### config.mk
export PLATFORM = sky130hd
export DESIGN_NAME = pwm_dac_array
export DESIGN_NICKNAME = d
export VERILOG_FILES = /design/src/rtl/dac_pkg.sv /design/src/rtl/dac_channel.sv /design/src/rtl/pwm_dac_array.sv
export SDC_FILE = /design/constraint.sdc
export NUM_CORES = 1
export LEC_CHECK = 0
export CORE_UTILIZATION = 60
export CTS_CLUSTER_DIAMETER = 100
export DETAILED_ROUTE_END_ITERATION = 7
export GPL_ROUTABILITY_DRIVEN = 0
export GPL_TIMING_DRIVEN = 1
export MAX_ROUTING_LAYER = met4
export PLACE_DENSITY = 0.78
export SYNTH_ARGS = -nofsm -noshare
export SYNTH_HDL_FRONTEND = slang
export SYNTH_HIERARCHICAL = 1
export SYNTH_SLANG_ARGS = --single-unit
### constraint.sdc
create_clock -name clk -period 4.7 [get_ports clk]
set_input_delay 0.705 -clock clk [delete_from_list [all_inputs] [get_ports clk]]
set_output_delay 0.705 -clock clk [all_outputs]
set_load 0.01 [all_outputs]
### src/rtl/dac_pkg.sv
// Shared definitions for the PWM / sigma-delta DAC array: mode encoding and
// the period reload computation.
package dac_pkg;

  typedef enum logic {
    MODE_PWM = 1'b0,
    MODE_SD  = 1'b1
  } dac_mode_e;

  // Reload value of the shared period counter; the counter runs 0..ARR.
  function automatic int calc_arr(input int clk_freq, input int pwm_freq);
    return (clk_freq / pwm_freq) - 1;
  endfunction

endpackage

### src/rtl/dac_channel.sv
// One modulator channel: amplitude shadow/active pair, PWM compare against the
// shared counter, and a first-order sigma-delta accumulator.
module dac_channel
  import dac_pkg::*;
#(
  parameter int AM_WIDTH = 8,
  parameter int CNT_W    = 8,
  parameter int PERIOD   = 240
) (
  input  logic                clk,
  input  logic                rst,
  input  logic                en_i,
  input  logic                wrap_i,
  input  logic                wr_en_i,
  input  logic [AM_WIDTH-1:0] am_i,
  input  logic [CNT_W-1:0]    cnt_i,
  input  dac_mode_e           mode_i,
  output logic                pwm_o
);

  // Product width covers (2^AM_WIDTH - 1) * PERIOD without overflow.
  localparam int PROD_W = AM_WIDTH + $clog2(PERIOD + 1);

  logic [AM_WIDTH-1:0] shadow_q, shadow_d;
  logic [AM_WIDTH-1:0] active_q, active_d;
  logic [AM_WIDTH-1:0] acc_q, acc_d;
  logic                pwm_q, pwm_d;

  logic [PROD_W-1:0]   prod;
  logic [PROD_W-1:0]   ccr;
  logic [PROD_W-1:0]   cnt_ext;
  logic [AM_WIDTH:0]   sum;

  assign prod    = PROD_W'(active_q) * PROD_W'(PERIOD);
  assign ccr     = prod >> AM_WIDTH;
  assign cnt_ext = PROD_W'(cnt_i);
  assign sum     = {1'b0, acc_q} + {1'b0, active_q};

  // The accumulator runs in both modes so it only depends on active and en.
  always_comb begin
    shadow_d = shadow_q;
    active_d = active_q;
    acc_d    = acc_q;
    pwm_d    = 1'b0;
    if (wr_en_i) begin
      shadow_d = am_i;
    end
    if (wrap_i) begin
      active_d = shadow_q;
    end
    if (!en_i) begin
      acc_d = '0;
    end else begin
      acc_d = sum[AM_WIDTH-1:0];
      pwm_d = (mode_i == MODE_SD) ? sum[AM_WIDTH] : (cnt_ext < ccr);
    end
  end

  always_ff @(posedge clk or posedge rst) begin
    if (rst) begin
      shadow_q <= '0;
      active_q <= '0;
      acc_q    <= '0;
      pwm_q    <= 1'b0;
    end else begin
      shadow_q <= shadow_d;
      active_q <= active_d;
      acc_q    <= acc_d;
      pwm_q    <= pwm_d;
    end
  end

  assign pwm_o = pwm_q;

endmodule

### src/rtl/pwm_dac_array.sv
// Multi-channel PWM / sigma-delta DAC: shared period counter, write handshake
// and period_start pulse; per-channel modulators live in dac_channel.
module pwm_dac_array
  import dac_pkg::*;
#(
  parameter int CLK_FREQ  = 120_000_000,
  parameter int PWM_FREQ  = 500_000,
  parameter int AM_WIDTH  = 8,
  parameter int CHANNELS  = 4,
  localparam int CH_W     = (CHANNELS > 1) ? $clog2(CHANNELS) : 1
) (
  input  logic                clk,
  input  logic                rst,
  input  logic                en,
  input  logic                mode,
  input  logic                am_valid,
  output logic                am_ready,
  input  logic [CH_W-1:0]     am_ch,
  input  logic [AM_WIDTH-1:0] am,
  output logic [CHANNELS-1:0] pwm,
  output logic                period_start
);

  localparam int ARR   = calc_arr(CLK_FREQ, PWM_FREQ);
  localparam int CNT_W = (ARR > 0) ? $clog2(ARR + 1) : 1;

  logic [CNT_W-1:0] cnt_q, cnt_d;
  dac_mode_e        mode_q, mode_d;
  logic             period_start_q;
  logic             at_arr;
  logic             wrap;
  logic             wr_accept;

  assign at_arr    = (cnt_q == CNT_W'(ARR));
  assign wrap      = en && at_arr;
  // Writes are refused on the wrap cycle so shadow never changes while it is copied.
  assign am_ready  = ~wrap;
  assign wr_accept = am_valid && am_ready;

  always_comb begin
    cnt_d  = cnt_q;
    mode_d = mode_q;
    if (!en) begin
      cnt_d = '0;
    end else if (at_arr) begin
      cnt_d  = '0;
      mode_d = mode ? MODE_SD : MODE_PWM;
    end else begin
      cnt_d = cnt_q + 1'b1;
    end
  end

  always_ff @(posedge clk or posedge rst) begin
    if (rst) begin
      cnt_q          <= '0;
      mode_q         <= MODE_PWM;
      period_start_q <= 1'b0;
    end else begin
      cnt_q          <= cnt_d;
      mode_q         <= mode_d;
      period_start_q <= wrap;
    end
  end

  assign period_start = period_start_q;

  for (genvar gi = 0; gi < CHANNELS; gi++) begin : g_ch
    logic ch_wr;
    assign ch_wr = wr_accept && (am_ch == CH_W'(gi));

    dac_channel #(
      .AM_WIDTH (AM_WIDTH),
      .CNT_W    (CNT_W),
      .PERIOD   (ARR + 1)
    ) u_ch (
      .clk     (clk),
      .rst     (rst),
      .en_i    (en),
      .wrap_i  (wrap),
      .wr_en_i (ch_wr),
      .am_i    (am),
      .cnt_i   (cnt_q),
      .mode_i  (mode_q),
      .pwm_o   (pwm[gi])
    );
  end

endmodule

==> results.py, run 1 <==
metrics = {
    "routing": {
        "drc": 0,
        "num_vias": 6416,
        "first_iter_violations": 367,
        "via_per_inst": 5.908,
        "dr.pass1.iters": 5,
        "drt-total-wl_mm": 18.32,
        "ant_nets": 0,
        "wl_per_cell_um": 16.87,
    },
    "global_route": {
        "grt_pass1_wl_mm": 30.30,
        "grt_overflow": 0,
        "antenna_found_initial": 0,
        "grt_pass1_vias": 6304,
        "grt_max_degree": 59,
        "grt.total_usage_pct": 27.01,
    },
    "final_layout": {
        "nets": 1089,
        "stdcell_area_mm2": 0.009554,
        "layoutNonFillerInstCount": 1086,
        "synthToLayoutAreaGrowth_pct": 8.481,
        "most-common-layout-cells": "inv_1 (127), ha_1 (121), dfrtp_1 (110)",
        "layout_commonest_cell": "inv_1",
        "insertedDiodeCount": 0,
        "drive_gt1_share_pct": 7.616,
        "fillers": 1047,
    },
    "timing": {
        "fin_tns_setup_ns": 0,
        "setup_violations": 0,
        "rsz0062_at_grt": "false",
        "finalWorstSetupSlack_ns": 0.5961,
        "slew_viol_final": 0,
        "hold_viol_final": 0,
        "clock.fmax_ghz": 0.2437,
        "fin_crit_ns": 4.104,
        "fin_worst_skew_ns": 0.008726,
        "period_share_pct": 87.32,
        "worst_pin_slew_ns": 1.181,
        "slew_headroom_pct": 21.12,
    },
    "power_and_ir_drop": {
        "vdd_drop_max_uv": 291.9,
        "pwr-share-seq_pct": 33.9,
        "p_per_area_mw_per_mm2": 359.4,
        "switchingPower_mw": 1.219,
        "comb_power_share_pct": 42.4,
        "p_sw_share_pct": 35.51,
        "power_mw": 3.434,
        "power.share.clock_pct": 23.7,
        "p_int_mw": 2.214,
        "leakagePower_nw": 4.737,
    },
    "critical_path": {
        "arrival_ns": 4.36,
        "cp-end-kind": "flip-flop",
        "crit_fanout": 5,
        "cp.required_ns": 4.96,
        "crit_path_start_kind": "flip-flop",
        "worstSetupPathType": "reg -> reg",
    },
    "synthesis": {
        "synth_area_per_cell_um2": 10.08,
        "synth.distinct_cells": 60,
        "ys_seq_elements": 110,
        "syn-num-nets": 1062,
        "synth-edff-count": 0,
        "yosys_warnings": 6,
        "ys.flop_type": "dfrtp_1",
        "async_flop_share_pct": 100.0,
        "syn-cell-area_mm2": 0.008807,
        "syn-instance-count": 874,
        "yosysSeqAreaShare_pct": 31.25,
    },
    "floorplan": {
        "rows": 43,
        "initial_core_util_pct": 62.48,
        "die_y_um": 123.2,
        "io_pins": 21,
        "die_area_mm2": 0.01517,
        "fp.dieW_um": 123.2,
        "coreArea_mm2": 0.01410,
    },
    "placed_design": {
        "post-place-cells": 1070,
        "dpl_cell_area_mm2": 0.009236,
        "portBuffers": 20,
        "hpwl_mm": 13.67,
        "dp_slack_ns": 0.6223,
    },
    "job": {
        "cap_violations": 0,
    },
    "clock_network": {
        "post_cts_buffers": 0,
        "clk_path_buf_depth": 2,
        "worstSkewPairLatency_ns": 0.36,
        "path_clk_slew_ns": 0.07,
        "hold_buffers": 0,
        "numClockSinks": 110,
        "clockRootBuffer": "clkbuf_16",
        "cts_resized": 0,
        "cts_buffers": 9,
        "htree_num_levels": 3,
        "cts_tree": "done",
    },
    "worst_hold_path": {
        "hold_path_class": "reg -> reg",
    },
    "status": {
        "status": "finished clean",
    },
}
==> power groups by stage <==
stage	clock network (mW)	logic [mW]	registers, mW
after global placement	0	1.38	1.18
final	0.815	1.45	1.16
after global routing	0.855	1.64	1.18
after floorplan	0	1.12	1.16
after CTS	0.828	1.45	1.16
after detailed placement	0	1.43	1.18
==> worst paths after layout <==
check	cells past startpoint	from	slack, ns	endpoint
max	14	g_ch[0].u_ch/active_q[1]	0.60	g_ch[0].u_ch/pwm_o
min	2	g_ch[2].u_ch/shadow_q[5]	0.48	g_ch[2].u_ch/active_q[5]
max reg2reg	14	g_ch[0].u_ch/active_q[1]	0.60	g_ch[0].u_ch/pwm_o
min reg2reg	2	g_ch[2].u_ch/shadow_q[5]	0.48	g_ch[2].u_ch/active_q[5]
max in group asynchronous	2	rst	2.98	g_ch[0].u_ch/active_q[5]
min in group asynchronous	2	rst	0.85	cnt_q[2]
==> per-layer routing <==
layer / wire (um) / vias up / global-route usage [%] / part of all wire, %
met4: 353 / 0 / 8.961 / 1.9
met3: 752 / 28 / 3.229 / 4.1
met2: 8868 / 121 / 44.55 / 48
li1: - / 3079 / - / -
met5: 0 / - / - / 0
met1: 8342 / 3188 / 34.77 / 46
==> cell type report <==
class / instances / area [um^2] / share of cell area [%]
clock buffers: 13 / 250.2 / 2.619
clock inverters: 3 / 67.56 / 0.7072
inverters: 127 / 476.7 / 4.990
multi-input cells: 628 / 5544 / 58.03
flip-flops and latches: 110 / 2753 / 28.81
well taps: 180 / 225.2 / 2.357
repair buffers: 25 / 237.7 / 2.488
==> cell families (layout without fill, tap and decap cells) <==
| group | Yosys count | in the layout | share of synthesized area [%] |
|---|---|---|---|
| multiplexers | 41 | 41 | 5.228 |
| XOR/XNOR | 35 | 35 | 3.481 |
| AO/OA/AOI/OAI | 198 | 198 | 14.15 |
| flip-flops | 110 | 110 | 31.25 |
| AND/OR/NAND/NOR | 181 | 181 | 11.08 |
| buffers and inverters | 136 | 168 | 5.796 |
| adder cells (fa/ha/maj) | 173 | 173 | 29.01 |
==> cells in the mapped netlist (7+ instances only) <==
master	n	share of area [%]
clkbuf_1	9	0.38
nand2b_1	13	0.92
nand2_1	51	2.2
xnor2_1	17	1.7
a21oi_1	35	2.0
o21ai_0	66	3.8
xor2_1	18	1.8
dfrtp_1	110	31
a21o_1	20	1.7
and2_1	20	1.4
or4_1	7	0.60
nor2_1	30	1.3
a31oi_1	9	0.64
a211oi_1	14	1.2
mux2_2	36	4.6
fa_1	52	12
ha_1	121	17
o21ai_1	11	0.63
nor4_1	7	0.50
o211ai_1	10	0.85
nor3_1	10	0.57
inv_1	127	5.4
==> critical path: stages (launching register included) <==
cell and delay, ns:
dfrtp_1 0.46, fa_1 0.56, inv_1 0.07, fa_1 0.47, inv_1 0.04, ha_1 0.28
a211oi_1 0.35, o21bai_1 0.21, o21ai_0 0.29, xor2_1 0.19, ha_1 0.27, and4b_1 0.23
and3_1 0.19, o2111a_1 0.14, nor4_1 0.25
==> registers in the layout (all words and copies together), names as in the netlist <==
register,cells
g_ch.u_ch/acc_q,32
g_ch.u_ch/shadow_q,32
g_ch.u_ch/pwm_o,4
g_ch.u_ch/active_q,32
period_start,1
cnt_q,8
mode_q,1
==> per-stage QoR <==
| step | hold slack, ns | utilization [%] |
|---|---|---|
| 2_1_floorplan | 0.4460 | - |
| 3_3_place_gp | 0.4610 | 65.52 |
| 3_5_place_dp | 0.4704 | 65.52 |
| 4_1_cts | 0.4858 | 67.78 |
| 5_1_grt | 0.5046 | 67.78 |
| 6_report | 0.4805 | 67.78 |
Power figures use the tool's default switching activity.
==> run 2, diff against run 1 <==
- CORE_UTILIZATION: 60 -> 45
- PLACE_DENSITY: 0.78 -> not set
==> results.py, run 2 (synthesis results as in run 1) <==
metrics = {
    "routing": {
        "drt-total-wl_mm": 18.23,
        "dr.pass1.iters": 6,
        "via_per_inst": 5.223,
        "ant_nets": 0,
        "first_iter_violations": 248,
        "drc": 0,
        "wl_per_cell_um": 15.64,
        "num_vias": 6090,
    },
    "worst_hold_path": {
        "hp-start": "g_ch[0].u_ch/shadow_q[4]",
        "hold_path_class": "reg -> reg",
    },
    "critical_path": {
        "worstSetupPathType": "reg -> reg",
        "cp.required_ns": 4.96,
        "regToRegStartpoint": "g_ch[3].u_ch/active_q[5]",
        "arrival_ns": 4.36,
        "cp_slowest_stage_delay_ns": 0.52,
        "cp_num_buf_inv": 2,
        "crit_path_start_kind": "flip-flop",
        "crit_fanout": 6,
        "critical_path.startpoint": "g_ch[3].u_ch/active_q[5]",
        "cp_cell_sequence": "inv_1, fa_1, fa_1, inv_1, ha_1, or4_1, o21ai_2, nor2_1, o311ai_2, ha_1, and3_1, nand4_1, a21oi_1, a221o_1, nor3_1",
        "path_delay_family": "adder cells",
        "worst_path_max_delay_cell": "fa_1",
        "cp-end-kind": "flip-flop",
    },
    "final_layout": {
        "multi_input_area_mm2": 0.005544,
        "most-common-layout-cells": "inv_1 (127), ha_1 (121), dfrtp_1 (110)",
        "seq_area_mm2": 0.002753,
        "drive_gt1_share_pct": 7.947,
        "final_core_utilization_pct": 50.87,
        "stdcell_area_mm2": 0.009643,
        "insertedDiodeCount": 0,
        "top_regs": "g_ch.u_ch/acc_q (32), g_ch.u_ch/active_q (32), g_ch.u_ch/shadow_q (32)",
        "synthToLayoutAreaGrowth_pct": 9.490,
        "nets": 1089,
        "layout_commonest_cell": "inv_1",
        "fillers": 1781,
        "layoutNonFillerInstCount": 1166,
    },
    "clock_network": {
        "numClockSinks": 110,
        "path_clk_slew_ns": 0.07,
        "worstSkewPairLatency_ns": 0.35,
        "clockRootBuffer": "clkbuf_16",
        "cts_tree": "done",
        "post_cts_buffers": 0,
        "hold_buffers": 0,
        "cts_buffers": 9,
        "htree_num_levels": 3,
        "clk_path_buf_depth": 2,
        "cts_resized": 0,
    },
    "timing": {
        "setup_violations": 0,
        "hold_viol_final": 0,
        "slew_headroom_pct": 20.91,
        "worst_pin_slew_ns": 1.184,
        "fin_tns_setup_ns": 0,
        "slew_viol_final": 0,
        "fin_crit_ns": 4.095,
        "period_share_pct": 87.12,
        "finalWorstSetupSlack_ns": 0.6054,
        "whs_ns": 0.4819,
        "clock.fmax_ghz": 0.2442,
        "fin_worst_skew_ns": 0.008759,
        "rsz0062_at_grt": "false",
    },
    "floorplan": {
        "die_area_mm2": 0.02014,
        "coreArea_mm2": 0.01896,
        "initial_core_util_pct": 46.46,
        "io_pins": 21,
        "rows": 50,
        "fp.dieW_um": 141.9,
        "die_y_um": 141.9,
    },
    "global_route": {
        "grt_max_degree": 59,
        "antenna_found_initial": 0,
        "grt_overflow": 0,
        "grt.total_usage_pct": 20.35,
        "grt_pass1_vias": 6133,
        "grt_pass1_wl_mm": 30.73,
    },
    "power_and_ir_drop": {
        "leakagePower_nw": 4.738,
        "power_mw": 3.375,
        "p_per_area_mw_per_mm2": 350.0,
        "vdd_drop_max_uv": 207.0,
    },
    "placed_design": {
        "post-place-cells": 1150,
        "hpwl_mm": 13.88,
        "dp_slack_ns": 0.6423,
        "dpl_cell_area_mm2": 0.009336,
        "portBuffers": 20,
    },
    "job": {
        "cap_violations": 0,
    },
    "status": {
        "status": "finished clean",
    },
}
-- run 2: changes by cell type in the layout (fill, tap and decap cells not counted), sizes merged --
cell	before	now
bufinv	2	1
clkbuf	13	9
clkinv	0	4
clkinvlp	1	0
inv	127	129
-- run 2: routing by layer --
metal | track usage (%) | vias up | part of all wire [%]
li1 | - | 3075 | -
met1 | 28.12 | 2935 | 51
met2 | 32.20 | 71 | 46
met3 | 2.497 | 9 | 2.5
met4 | 4.301 | 0 | 0.82
met5 | - | - | 0
-- run 2: tightest hold or removal path: cells and delay by family, from the launching register on --
family	cells	cell delay, ns
AND/OR/NAND/NOR	1	0.05
AO/OA/AOI/OAI	1	0.06
flip-flops	1	0.34
-- run 2: cell type report --
class,instances,share of cell area [%]
clock buffers,9,2.336
clock inverters,7,0.8434
inverters,127,4.944
multi-input cells,628,57.49
flip-flops and latches,110,28.55
well taps,260,3.374
repair buffers,25,2.465
-- run 2: report_power, final --
| part | internal [mW] | switching [mW] | total (mW) |
|---|---|---|---|
| clock network | 0.421 | 0.368 | 0.789 |
| registers | 1.08 | 0.0769 | 1.16 |
| logic | 0.644 | 0.784 | 1.43 |
| total | 2.15 | 1.23 | 3.38 |
-- run 2: worst paths after layout --
kind	to	slack, ns	depth (start not counted)
worst min-delay path	g_ch[0].u_ch/active_q[4]	0.48	2
worst max register to register	g_ch[3].u_ch/pwm_o	0.61	15
min in group asynchronous	cnt_q[1]	0.86	2
worst min register to register	g_ch[0].u_ch/active_q[4]	0.48	2
max in group asynchronous	g_ch[1].u_ch/active_q[3]	2.98	2
worst max-delay path	g_ch[3].u_ch/pwm_o	0.61	15
==> run 3, diff against run 2 <==
- GPL_TIMING_DRIVEN: 1 -> not set
- SLEW_MARGIN: not set -> 20
==> results.py, run 3 (synthesis results as in run 1) <==
metrics = {
    "timing": {
        "worst_pin_slew_ns": 0.9587,
        "fin_crit_ns": 4.103,
        "hold_viol_final": 0,
        "fin_tns_setup_ns": 0,
        "slew_headroom_pct": 35.69,
        "setup_violations": 0,
        "slew_viol_final": 0,
        "fin_worst_skew_ns": 0.008536,
        "rsz0062_at_grt": "false",
        "period_share_pct": 87.30,
        "clock.fmax_ghz": 0.2437,
    },
    "critical_path": {
        "worst_path_max_delay_cell": "fa_1",
        "cp_cell_sequence": "inv_1, fa_1, fa_1, inv_1, ha_1, or4_1, o21ai_2, nor2_1, o311ai_2, ha_1, and3_1, nand4_1, a21oi_1, a221o_1, nor3_1",
        "path_delay_family": "adder cells",
        "cp.depth": 15,
        "cp_slowest_stage_delay_ns": 0.52,
        "cp.required_ns": 4.96,
        "arrival_ns": 4.36,
        "cp_num_buf_inv": 2,
        "crit_fanout": 6,
        "cp-end-kind": "flip-flop",
        "crit_path_start_kind": "flip-flop",
        "r2r.worst_path.cells": 15,
        "worstSetupPathType": "reg -> reg",
    },
    "clock_network": {
        "worstSkewPairLatency_ns": 0.36,
        "path_clk_slew_ns": 0.07,
        "hold_buffers": 0,
        "htree_num_levels": 3,
        "clk_path_buf_depth": 2,
        "cts_tree": "done",
        "post_cts_buffers": 0,
        "cts_resized": 0,
        "clockRootBuffer": "clkbuf_16",
        "cts_buffers": 9,
        "numClockSinks": 110,
    },
    "final_layout": {
        "synthToLayoutAreaGrowth_pct": 9.547,
        "most-common-layout-cells": "inv_1 (125), ha_1 (121), dfrtp_1 (110)",
        "insertedDiodeCount": 0,
        "top_regs": "g_ch.u_ch/acc_q (32), g_ch.u_ch/active_q (32), g_ch.u_ch/shadow_q (32)",
        "nets": 1089,
        "drive_gt1_share_pct": 8.057,
        "layout_commonest_cell": "inv_1",
    },
    "worst_hold_path": {
        "hold_path_depth": 2,
        "hold_path_class": "reg -> reg",
    },
    "routing": {
        "dr.pass1.iters": 4,
        "ant_nets": 0,
        "via_per_inst": 5.254,
        "wl_per_cell_um": 15.52,
        "drc": 0,
        "num_vias": 6126,
        "drt-total-wl_mm": 18.09,
        "first_iter_violations": 298,
    },
    "floorplan": {
        "die_area_mm2": 0.02014,
        "rows": 50,
        "io_pins": 21,
        "coreArea_mm2": 0.01896,
        "initial_core_util_pct": 46.46,
        "fp.dieW_um": 141.9,
        "die_y_um": 141.9,
    },
    "power_and_ir_drop": {
        "vdd_drop_max_uv": 248.8,
        "power_mw": 3.371,
        "p_per_area_mw_per_mm2": 349.4,
        "leakagePower_nw": 4.733,
    },
    "global_route": {
        "grt_max_degree": 59,
        "grt_overflow": 0,
        "grt.total_usage_pct": 20.27,
        "antenna_found_initial": 0,
        "grt_pass1_wl_mm": 30.69,
        "grt_pass1_vias": 6109,
    },
    "status": {
        "status": "finished clean",
    },
    "placed_design": {
        "portBuffers": 20,
        "hpwl_mm": 13.87,
    },
    "job": {
        "cap_violations": 0,
    },
}
[run 3: cell type report]
| class | count | area [um^2] |
|---|---|---|
| repair buffers | 25 | 237.7 |
| inverters | 127 | 476.7 |
| flip-flops and latches | 110 | 2753 |
| multi-input cells | 628 | 5549 |
| clock buffers | 9 | 225.2 |
| clock inverters | 7 | 81.33 |
| well taps | 260 | 325.3 |
| fillers | 1791 | 9308 |
[run 3: through the flow]
stage	cell area, um^2	setup WS, ns	util [%]	std cells	hold slack, ns
after floorplan	8807	0.8420	-	874	0.4460
final	9648	0.5968	50.90	1166	0.4832
after global routing	9648	0.3224	50.90	1166	0.5020
after global placement	9336	0.7075	49.25	1150	0.4559
after CTS	9648	0.5769	50.90	1166	0.4849
after detailed placement	9341	0.6376	49.28	1150	0.4679
[run 3: path summary, 6_finish.rpt]
check	slack [ns]	to	start
setup / recovery	0.60	g_ch[3].u_ch/pwm_o	g_ch[3].u_ch/active_q[5]
hold / removal	0.48	g_ch[3].u_ch/active_q[3]	g_ch[3].u_ch/shadow_q[3]
setup reg to reg	0.60	g_ch[3].u_ch/pwm_o	g_ch[3].u_ch/active_q[5]
hold reg to reg	0.48	g_ch[3].u_ch/active_q[3]	g_ch[3].u_ch/shadow_q[3]
max in group asynchronous	3.02	g_ch[2].u_ch/acc_q[3]	rst
min in group asynchronous	0.87	cnt_q[1]	rst
[run 3: per-layer routing]
metal / GRT usage, % / up-vias / part of all wire (%)
li1: - / 3087 / -
met1: 28.08 / 2958 / 50
met2: 32.02 / 73 / 46
met3: 2.734 / 8 / 2.9
met4: 3.792 / 0 / 0.64
met5: - / - / 0
[run 3: worst min-delay path, delay by kind of cell (launching register included)]
| kind | cells | cell delay (ns) |
|---|---|---|
| simple gates | 1 | 0.05 |
| compound gates | 1 | 0.06 |
| flops | 1 | 0.34 |
[run 3: power breakdown]
group	internal, mW	switching (mW)
combinational	0.643	0.785
clock	0.421	0.363
sequential	1.08	0.0769
